### config.mk
export PLATFORM = sky130hd
export DESIGN_NAME = chess_countdown_pair_flat
export DESIGN_NICKNAME = d
export VERILOG_FILES = /design/src/rtl/chess_countdown_pair_pkg.sv /design/src/rtl/chess_countdown_pair_if.sv /design/src/rtl/chess_countdown_pair_tick_prescaler.sv /design/src/rtl/chess_countdown_pair.sv /design/src/flat_wrapper.sv
export SDC_FILE = /design/constraint.sdc
export NUM_CORES = 1
export LEC_CHECK = 0
export ABC_AREA = 1
export CELL_PAD_IN_SITES_DETAIL_PLACEMENT = 2
export CELL_PAD_IN_SITES_GLOBAL_PLACEMENT = 2
export CORE_ASPECT_RATIO = 0.75
export CORE_MARGIN = 3
export CORE_UTILIZATION = 31
export CTS_CLUSTER_SIZE = 14
export DETAILED_ROUTE_END_ITERATION = 10
export PLACE_DENSITY_LB_ADDON = 0.1
export SLEW_MARGIN = 10
export SYNTH_ARGS = -nofsm -noshare
export SYNTH_HDL_FRONTEND = slang
export SYNTH_SLANG_ARGS = --single-unit
### constraint.sdc
create_clock -name clk -period 2.1 [get_ports clk]
set_clock_uncertainty 0.2 [all_clocks]
set_input_delay 0.525 -clock clk [delete_from_list [all_inputs] [get_ports clk]]
set_output_delay 0.525 -clock clk [all_outputs]
set_load 0.02 [all_outputs]
### src/rtl/chess_countdown_pair_pkg.sv
// Shared chess-timer definitions: counter width, time type and player indices.
// Also imported by the chess-timer FSM that watches counter_1 / counter_2.
package chess_timer_pkg;

  localparam int TIMER_W = 10;

  typedef logic [TIMER_W-1:0] timer_t;

  localparam int P1 = 0;
  localparam int P2 = 1;

endpackage

### src/rtl/chess_countdown_pair_if.sv
// Strobes from the chess-timer FSM to the countdown pair, and the remaining-time
// values and status flags returned to the FSM.
interface chess_countdown_pair_if;
  import chess_timer_pkg::*;

  logic [1:0] load_counters;
  logic [1:0] en_counters;
  timer_t     counter_1;
  timer_t     counter_2;
  logic       tick;
  logic [1:0] expired;

  modport master (
    output load_counters, en_counters,
    input  counter_1, counter_2, tick, expired
  );

  modport slave (
    input  load_counters, en_counters,
    output counter_1, counter_2, tick, expired
  );
endinterface

### src/rtl/chess_countdown_pair_tick_prescaler.sv
// Shared prescaler: counts 0..DIV-1 while run is high and sits at 0 while idle,
// so every new turn starts with a full tick period.
module tick_prescaler #(
  parameter int DIV = 10
) (
  input  logic clk,
  input  logic reset,
  input  logic run,
  output logic tick_edge,
  output logic tick
);

  localparam int PW = (DIV > 2) ? $clog2(DIV) : 1;
  localparam logic [PW-1:0] P_LAST = PW'(DIV - 1);

  logic [PW-1:0] p_q, p_d;
  logic          tick_q;

  assign tick_edge = run && (p_q == P_LAST);
  assign tick      = tick_q;

  always_comb begin
    p_d = '0;
    if (run && !tick_edge) begin
      p_d = p_q + PW'(1);
    end
  end

  always_ff @(posedge clk) begin
    if (reset) begin
      p_q    <= '0;
      tick_q <= 1'b0;
    end else begin
      p_q    <= p_d;
      tick_q <= tick_edge;
    end
  end

endmodule

### src/rtl/chess_countdown_pair.sv
// Dual per-player countdown for the chess timer, driven by a shared tick prescaler.
// Define SIM_FAST_TICK_EN to run the prescaler at FAST_DIV for short sims and demos.
module chess_countdown_pair
  import chess_timer_pkg::*;
#(
  parameter int CLK_HZ      = 50_000_000,
  parameter int TICK_HZ     = 1,
  parameter int START_VALUE = 300,
  parameter int FAST_DIV    = 4
) (
  input  logic                  clk,
  input  logic                  reset,
  chess_countdown_pair_if.slave bus
);

  localparam int DIV = CLK_HZ / TICK_HZ;
`ifdef SIM_FAST_TICK_EN
  localparam int PRESC_DIV = FAST_DIV;
`else
  localparam int PRESC_DIV = DIV;
`endif
  localparam timer_t START_T = timer_t'(START_VALUE);

  if (DIV < 2) begin : g_bad_div
    $error("chess_countdown_pair: CLK_HZ / TICK_HZ must be at least 2");
  end
  if (START_VALUE > 1023 || START_VALUE < 0) begin : g_bad_start
    $error("chess_countdown_pair: START_VALUE must be in 0..1023");
  end
  if (FAST_DIV < 2) begin : g_bad_fast
    $error("chess_countdown_pair: FAST_DIV must be at least 2");
  end

  logic   run;
  logic   tick_edge;
  logic   tick;
  timer_t cnt_vec [2];

  assign run = |bus.en_counters;

  tick_prescaler #(
    .DIV (PRESC_DIV)
  ) u_prescaler (
    .clk       (clk),
    .reset     (reset),
    .run       (run),
    .tick_edge (tick_edge),
    .tick      (tick)
  );

  // Load beats enable; an expired counter parks at zero instead of wrapping.
  for (genvar i = 0; i < 2; i++) begin : g_cnt
    timer_t cnt_q, cnt_d;

    always_comb begin
      cnt_d = cnt_q;
      if (bus.load_counters[i]) begin
        cnt_d = START_T;
      end else if (bus.en_counters[i] && tick_edge && (cnt_q != '0)) begin
        cnt_d = cnt_q - timer_t'(1);
      end
    end

    always_ff @(posedge clk) begin
      if (reset) begin
        cnt_q <= START_T;
      end else begin
        cnt_q <= cnt_d;
      end
    end

    assign cnt_vec[i] = cnt_q;
  end

  assign bus.counter_1 = cnt_vec[P1];
  assign bus.counter_2 = cnt_vec[P2];
  assign bus.tick      = tick;
  assign bus.expired   = {cnt_vec[P2] == '0, cnt_vec[P1] == '0};

endmodule
### src/flat_wrapper.sv
// flat-port wrapper written by rule: the top's interface ports become plain ports
module chess_countdown_pair_flat import chess_timer_pkg::*;
#(
  parameter int CLK_HZ      = 50_000_000,
  parameter int TICK_HZ     = 1,
  parameter int START_VALUE = 300,
  parameter int FAST_DIV    = 4
)
  (clk, reset, bus_load_counters, bus_en_counters, bus_counter_1, bus_counter_2, bus_tick, bus_expired);
  chess_countdown_pair_if bus_i ();
  input  logic clk;
  input  logic reset;
  input wire logic [$bits(bus_i.load_counters)-1:0] bus_load_counters;
  input wire logic [$bits(bus_i.en_counters)-1:0] bus_en_counters;
  output wire logic [$bits(bus_i.counter_1)-1:0] bus_counter_1;
  output wire logic [$bits(bus_i.counter_2)-1:0] bus_counter_2;
  output wire logic [$bits(bus_i.tick)-1:0] bus_tick;
  output wire logic [$bits(bus_i.expired)-1:0] bus_expired;
  assign bus_i.load_counters = bus_load_counters;
  assign bus_i.en_counters = bus_en_counters;
  assign bus_counter_1 = bus_i.counter_1;
  assign bus_counter_2 = bus_i.counter_2;
  assign bus_tick = bus_i.tick;
  assign bus_expired = bus_i.expired;
  chess_countdown_pair #(.CLK_HZ(CLK_HZ), .TICK_HZ(TICK_HZ), .START_VALUE(START_VALUE), .FAST_DIV(FAST_DIV)) u_core (.clk(clk), .reset(reset), .bus(bus_i));
endmodule
-- Word level (Yosys, flattened, before mapping)
Index checks and enable logic that the tools add are counted.
- eq/ne operators: 1
- reduce and logical (&&, ||, !) cells: 15
- bitwise operators: 1
- add/sub/neg operators: 3
- operators by type and width (kind ; number):
    26-bit by 1-bit adder with 26-bit output, second input constant ; 1
    26-bit == test, second input constant ; 1
    10-bit logical NOT ; 2
    10-bit nonzero test ; 2
    10-bit by 1-bit subtractor with 10-bit output, second input constant ; 2
    2-bit OR reduction ; 4
    1-bit logical AND ; 6
    1-bit logical NOT ; 1
    1-bit NOT ; 1
- bits in registers: 47
- input port bits: 6

-- Depth between registers and ports, before layout
Gate-level depths: netlist of run 1.
- depth in word-level cells: 6
- gate-level depth with buffers: 12
- depth with buffers taken out: 12

-- Modules after synthesis
From an unflattened synthesis of run 1, not the netlist that was laid out.
- cell total of the unflattened synthesis: 396
- area total of the unflattened synthesis: 2641.3 um2
- by module, submodules not included (module ; area an instance (um2) ; cells each ; sequential area each (um2) ; times used):
    tick_prescaler ; 1483.9 ; 221 ; 540.5 ; 1
    chess_countdown_pair ; 1157.4 ; 175 ; 400.4 ; 1

-- Least setup slack after synthesis of run 1
OpenSTA, ideal clock, no wires.
- path type: register -> output
- start: reg u_core.g_cnt[0].cnt_q[0] (netlist: u_core.bus.counter_1[0])
- end: out bus_expired[0]
- path slack: -0.106 ns
- stages on the path, launching flop included: 7
- data arrival time: 1.481 ns
- cell sequence: dfxtp_1 -> inv_1 -> ha_1 -> nand2_1 -> nor2_1 -> inv_1 -> nor3_1
- word-level cells in the longest chain between the ends: 1
- RTL lines (what ; RTL line ; source):
    start, declared ; chess_countdown_pair.sv:53 ; timer_t cnt_q, cnt_d;
    start signal, assigned ; chess_countdown_pair.sv:68 ; cnt_q <= cnt_d;
    10-bit logical NOT ; chess_countdown_pair.sv:78 ; assign bus.expired = {cnt_vec[P2] == '0, cnt_vec[P1] == '0};
    end, declared ; flat_wrapper.sv:18 ; output wire logic [$bits(bus_i.expired)-1:0] bus_expired;
Every way passes these cells.

-- Final worst setup path of run 1
- start: reg u_core.g_cnt[0].cnt_q[1] (netlist: u_core.bus.counter_1[1])
- end: out bus_expired[0]
The elaborated chain is that of the path after synthesis.

==> impl_metrics.csv, run 1 <==
group,metric,value,unit
sta,fmax,472,MHz
grt,grt_pass1_wl,15100,um
synth,synthArstFlopShare,0,%
sta,period_minus_slack,2.12,ns
die,die_w,112,um
cts,hold_buffers,0,
power,ir_drop,349,uV
synth,synth_cell_types,35,
synth,ys_ff_latch,47,
run,cap_violations,0,
synth,synth.area.top_cells,"dfxtp_1, nand2_1, nor2_1, inv_1, nand3_1",
cts,cts-root-buf,"clkbuf_8",
layout,final_util,43.7,%
sta,finalSetupViolations,1,
drt,drc,0,
sta,fin_setup_tns,-0.0178,ns
setup_path,cp_data_required_time,1.37,ns
power,p_per_area,447,nW/um2
layout,drive_gt1_share,22.5,%
power,clock_power_share,37.8,%
placed_design,hpwlAfterDp,7130,um
synth,synth_nets,392,
power,seq_power_share,57.5,%
layout,antenna_cells,0,
setup_path,critical_path_class,"reg2out",
power,pwr-share-comb,4.7,%
synth,synthTopCellsByCount,"nand2_1, nor2_1, dfxtp_1",
die,io_pins,29,
drt,dr.pass1.iters,4,
cts,clk_latency,0.31,ns
cts,clk_path_buf_depth,2,
power,power_switching,371,uW
synth,synth_cells,382,
drt,drt_wl_total,9480,um
synth,yosysSeqAreaShare,36.3,%
die,core-area,7990,um2
synth,synth_edf_count,0,
die,row_count,28,
sta,slew_viol_final,0,
cts,clk_pin_slew,0.09,ns
synth,synth_warnings,0,
layout,final_area,3490,um2
sta,finalHoldWorstSlack,0.306,ns
cts,cts_max_level,2,
sta,worst_pin_slew,0.373,ns
cts,cts.sinks,47,
placed_design,place_congestion,0.790,
status,violations,"negative setup slack",
cts,numCtsBuffers,5,
die,fp.dieH,85.2,um
layout,fin_nets,473,
sta,rsz0062_at_grt,"true",
power,internal-power,1.19,mW
setup_path,worst_setup_path_end_kind,"output port",
drt,drt_iter0_markers,117,
hold_path,min_path_type,"reg2reg",
sta,slew_headroom,75.0,%
status,status,"complete, but fails checks",
power,swShare,23.8,%
setup_path,crit_path_start_kind,"flop",
setup_path,arrival,1.39,ns
grt,grt_overflow,0,
synth,synth_top_area_cell,"dfxtp_1",
die,start_util,32.4,%
synth,synth_top_cell_area_share,36.3,%
drt,wire_per_inst,16.7,um
cts,tritoncts,"built",
power,p_leak,1.45,nW
drt,vias,2768,
grt,grt_pass1_vias,3013,
layout,layout.cells.non_filler,568,
power,p_total,1.56,mW
grt,grt_antenna_before_repair,0,
placed_design,dpl_worst_slack,-0.261,ns
sta,layout_setup_ws,-0.0178,ns
drt,final_antenna_net_count,0,
setup_path,critPathMaxFanout,2,
sta,post-route-period-util,101,%
grt,grt_max_degree,14,
drt,via_per_inst,4.87,
die,dieArea,9500,um2
grt,grt_usage,19.7,%
placed_design,portBuffers,28,
sta,hold_viol,0,
synth,syn_avg_cell_area,6.78,um2
synth,netlist_area,2590,um2
placed_design,postPlaceCellArea,3300,um2
placed_design,place_inst,555,
synth,yosysMostFrequentCell,"nand2_1",
layout,areaGrowthSynthToFinish,34.7,%
synth,synth_flop_cell,"dfxtp_1",
==> critical path: stages, from the launching register on <==
cell and delay, ns:
dfxtp_2 0.34, inv_2 0.09, ha_4 0.16, nand2_4 0.06, nor2_4 0.14, inv_2 0.05
nor3_2 0.10, buf_4 0.16
==> flip-flops by register name, indices dropped and copies added, names as in the netlist <==
register / flops
u_core.u_prescaler.tick: 1
u_core.bus.counter_2: 10
u_core.u_prescaler.p_q: 26
u_core.bus.counter_1: 10
==> kinds of logic after synthesis <==
logic type / after synthesis / synth area share [%]
and+or+nand+nor: 244 / 44.4
DFF: 47 / 36.3
adders and majority gates: 4 / 1.93
AOI/OAI and AO/OA: 23 / 5.07
buffers and inverters: 52 / 8.21
xor gates and xnor gates: 12 / 4.06
==> placed cells by master (no fill, tap or decap), types with 8 or more instances in the layout <==
| cell | count |
|---|---|
| buf_4 | 50 |
| nor3_1 | 8 |
| nor2_1 | 75 |
| nand2_1 | 84 |
| nand3_1 | 23 |
| nand4_1 | 13 |
| inv_2 | 9 |
| a21oi_1 | 10 |
| dlygate4sd2_1 | 14 |
| dfxtp_1 | 45 |
| inv_1 | 39 |
| xor2_1 | 8 |
==> power groups by stage <==
stage                     sequential, mW  clock (mW)  combinational, mW
after floorplan                    0.918           0             0.0302
after global placement             0.917           0             0.0650
after detailed placement           0.918           0             0.0668
after CTS                          0.897       0.606             0.0677
after global routing               0.898       0.647             0.0811
final                              0.897       0.589             0.0731
==> worst paths after layout <==
check	start	end	slack (ns)	cells past startpoint
worst max-delay path	u_core.bus.counter_1[1]	bus_expired[0]	-0.02	7
worst min register to register	u_core.u_prescaler.p_q[5]	u_core.u_prescaler.p_q[5]	0.31	2
worst max register to register	u_core.u_prescaler.p_q[17]	u_core.u_prescaler.p_q[7]	0.13	7
worst min-delay path	u_core.u_prescaler.p_q[5]	u_core.u_prescaler.p_q[5]	0.31	2
==> layer usage <==
layer  global-route usage [%]  wire (um)  up-vias
li1                         -          -     1372
met1                     26.4       4710     1369
met2                     33.2       4540       20
met3                     3.64        172        7
met4                     4.42         61        0
met5                        0          0        -
==> final cells by class <==
class	count	area, um2
fill	966	4500
multi-input combinational	283	1500
sequential	47	943
timing repair buffer	77	644
inverter	49	186
tap	105	131
clock buffer	6	82.6
clock inverter	1	5.00
==> what timing repair did <==
item	4_1_cts	5_1_grt
pin swaps	1	4
gates resized for setup	30	19
buffers inserted	1	5
cloned	0	0
endpoints found under the hold margin	0	0
endpoints found under the setup margin	17	12
Note: power is estimated with default switching activity, not from simulation.
==> run 2: changes to the inputs <==
- CORE_UTILIZATION: 31 -> 33
- clock period: 2.1 -> 2.68 ns (I/O delays scaled with it)
==> impl_metrics.csv, run 2 (same netlist as run 1, synthesis figures left out) <==
group,metric,value,unit
power,p_leak,1.16,nW
grt,grt_max_degree,15,
sta,post-route-period-util,91.3,%
setup_path,worst_setup_path_end_kind,"output port",
layout,areaGrowthSynthToFinish,21.4,%
power,clock_power_share,43.0,%
setup_path,critical_path_class,"reg2out",
sta,fin_setup_tns,0,ns
sta,rsz0062_at_grt,"false",
setup_path,crit_path_start_kind,"flop",
drt,via_per_inst,4.88,
grt,grt_antenna_before_repair,0,
sta,layout_setup_ws,0.232,ns
grt,grt_pass1_vias,2718,
grt,grt_usage,19.5,%
cts,cts.sinks,47,
die,die_w,108,um
run,cap_violations,0,
die,row_count,27,
cts,clk_latency,0.30,ns
setup_path,cp_data_required_time,1.81,ns
placed_design,hpwlAfterDp,6500,um
layout,largest_register,"u_core.u_prescaler.p_q",
layout,layout.cells.non_filler,524,
cts,clk_pin_slew,0.09,ns
placed_design,place_congestion,0.771,
grt,grt_pass1_wl,13600,um
drt,drt_iter0_markers,90,
die,start_util,34.7,%
placed_design,dpl_worst_slack,0.0559,ns
die,core-area,7470,um2
die,fp.dieH,82.7,um
drt,final_antenna_net_count,0,
cts,cts_resized,5,
power,ir_drop,208,uV
power,internal-power,1.02,mW
drt,drt_wl_total,8230,um
setup_path,critPathMaxFanout,4,
drt,wire_per_inst,15.7,um
cts,cts-root-buf,"clkbuf_8",
cts,tritoncts,"built",
die,dieArea,8960,um2
sta,worst_pin_slew,0.674,ns
layout,antenna_cells,0,
drt,drc,0,
sta,slew_viol_final,0,
status,status,"completed",
sta,period_minus_slack,2.45,ns
grt,grt_overflow,0,
power,p_per_area,417,nW/um2
power,pwr-share-comb,3.4,%
cts,hold_buffers,0,
power,seq_power_share,53.7,%
cts,cts_setup_buffers,0,
layout,layout_common_cells,"nand2_1, nor2_1, dfxtp_1, inv_1, clkdlybuf4s50_1",
sta,finalSetupViolations,0,
die,io_pins,29,
power,power_switching,291,uW
power,swShare,22.2,%
sta,slew_headroom,54.7,%
drt,vias,2559,
cts,cts_max_level,2,
layout,fin_nets,432,
placed_design,place_inst,516,
hold_path,min_path_type,"reg2reg",
drt,dr.pass1.iters,4,
placed_design,portBuffers,28,
sta,fmax,409,MHz
cts,clk_path_buf_depth,2,
layout,final_common_cell,"nand2_1",
cts,numCtsBuffers,5,
sta,hold_viol,0,
setup_path,arrival,1.58,ns
layout,drive_gt1_share,11.8,%
layout,largest_reg_flops,26,
-- run 2: cell count changes in the layout (fill, tap and decap cells not counted), moves of 6 or more --
cell	delta
dlymetal6s2s_1	-6
clkdlybuf4s50_1	+20
dlygate4sd2_1	-13
buf_4	-42
-- run 2: metrics by stage --
step	power (mW)	hold WS, ns	util [%]	area [um2]
final	1.31	0.301	42.1	3140
after floorplan	0.743	0.237	-	2590
after detailed placement	0.765	0.281	40.6	3030
after global placement	0.763	0.260	40.6	3030
after global routing	1.36	0.340	42.1	3140
after CTS	1.34	0.304	42.2	3150
-- run 2: power groups by stage --
stage	Sequential [mW]	Clock, mW	Combinational (mW)
3_5_place_dp	0.720	0	0.0447
6_report	0.704	0.563	0.0441
2_1_floorplan	0.719	0	0.0237
4_1_cts	0.704	0.588	0.0450
5_1_grt	0.705	0.607	0.0492
3_3_place_gp	0.720	0	0.0437
-- run 2: worst max-delay path: stages (launching register included) --
cell and delay, ns:
dfxtp_1 0.34, inv_1 0.08, ha_1 0.16, nand2_1 0.10
nor2_2 0.16, inv_1 0.07, nor3_1 0.15, buf_2 0.20
-- run 2: path summary, 6_finish.rpt --
path	startpoint	to	slack [ns]	cells after the start
setup / recovery	u_core.bus.counter_1[1]	bus_expired[0]	0.23	7
hold / removal	u_core.u_prescaler.p_q[0]	u_core.u_prescaler.p_q[0]	0.30	1
hold reg to reg	u_core.u_prescaler.p_q[0]	u_core.u_prescaler.p_q[0]	0.30	1
setup reg to reg	u_core.u_prescaler.p_q[0]	u_core.u_prescaler.p_q[8]	0.57	7
-- run 2: cell type report --
class | instances | area (um2)
clock buffer | 6 | 82.6
clock inverter | 2 | 35.0
fill | 911 | 4320
inverter | 49 | 186
multi-input combinational | 283 | 1440
sequential | 47 | 941
tap | 101 | 126
timing repair buffer | 36 | 334
-- run 2: metal layers --
layer | wire [um] | GRT usage, % | vias to the layer above
li1 | - | - | 1295
met1 | 4140 | 26.7 | 1238
met2 | 3810 | 32.8 | 22
met3 | 226 | 3.19 | 4
met4 | 53 | 3.40 | 0
met5 | 0 | 0 | -
==> run 3: changes to the inputs <==
- CAP_MARGIN: not set -> 25
==> results of run 3 <==
Same layout as run 2: the final DEF is identical, and so are final timing and power.
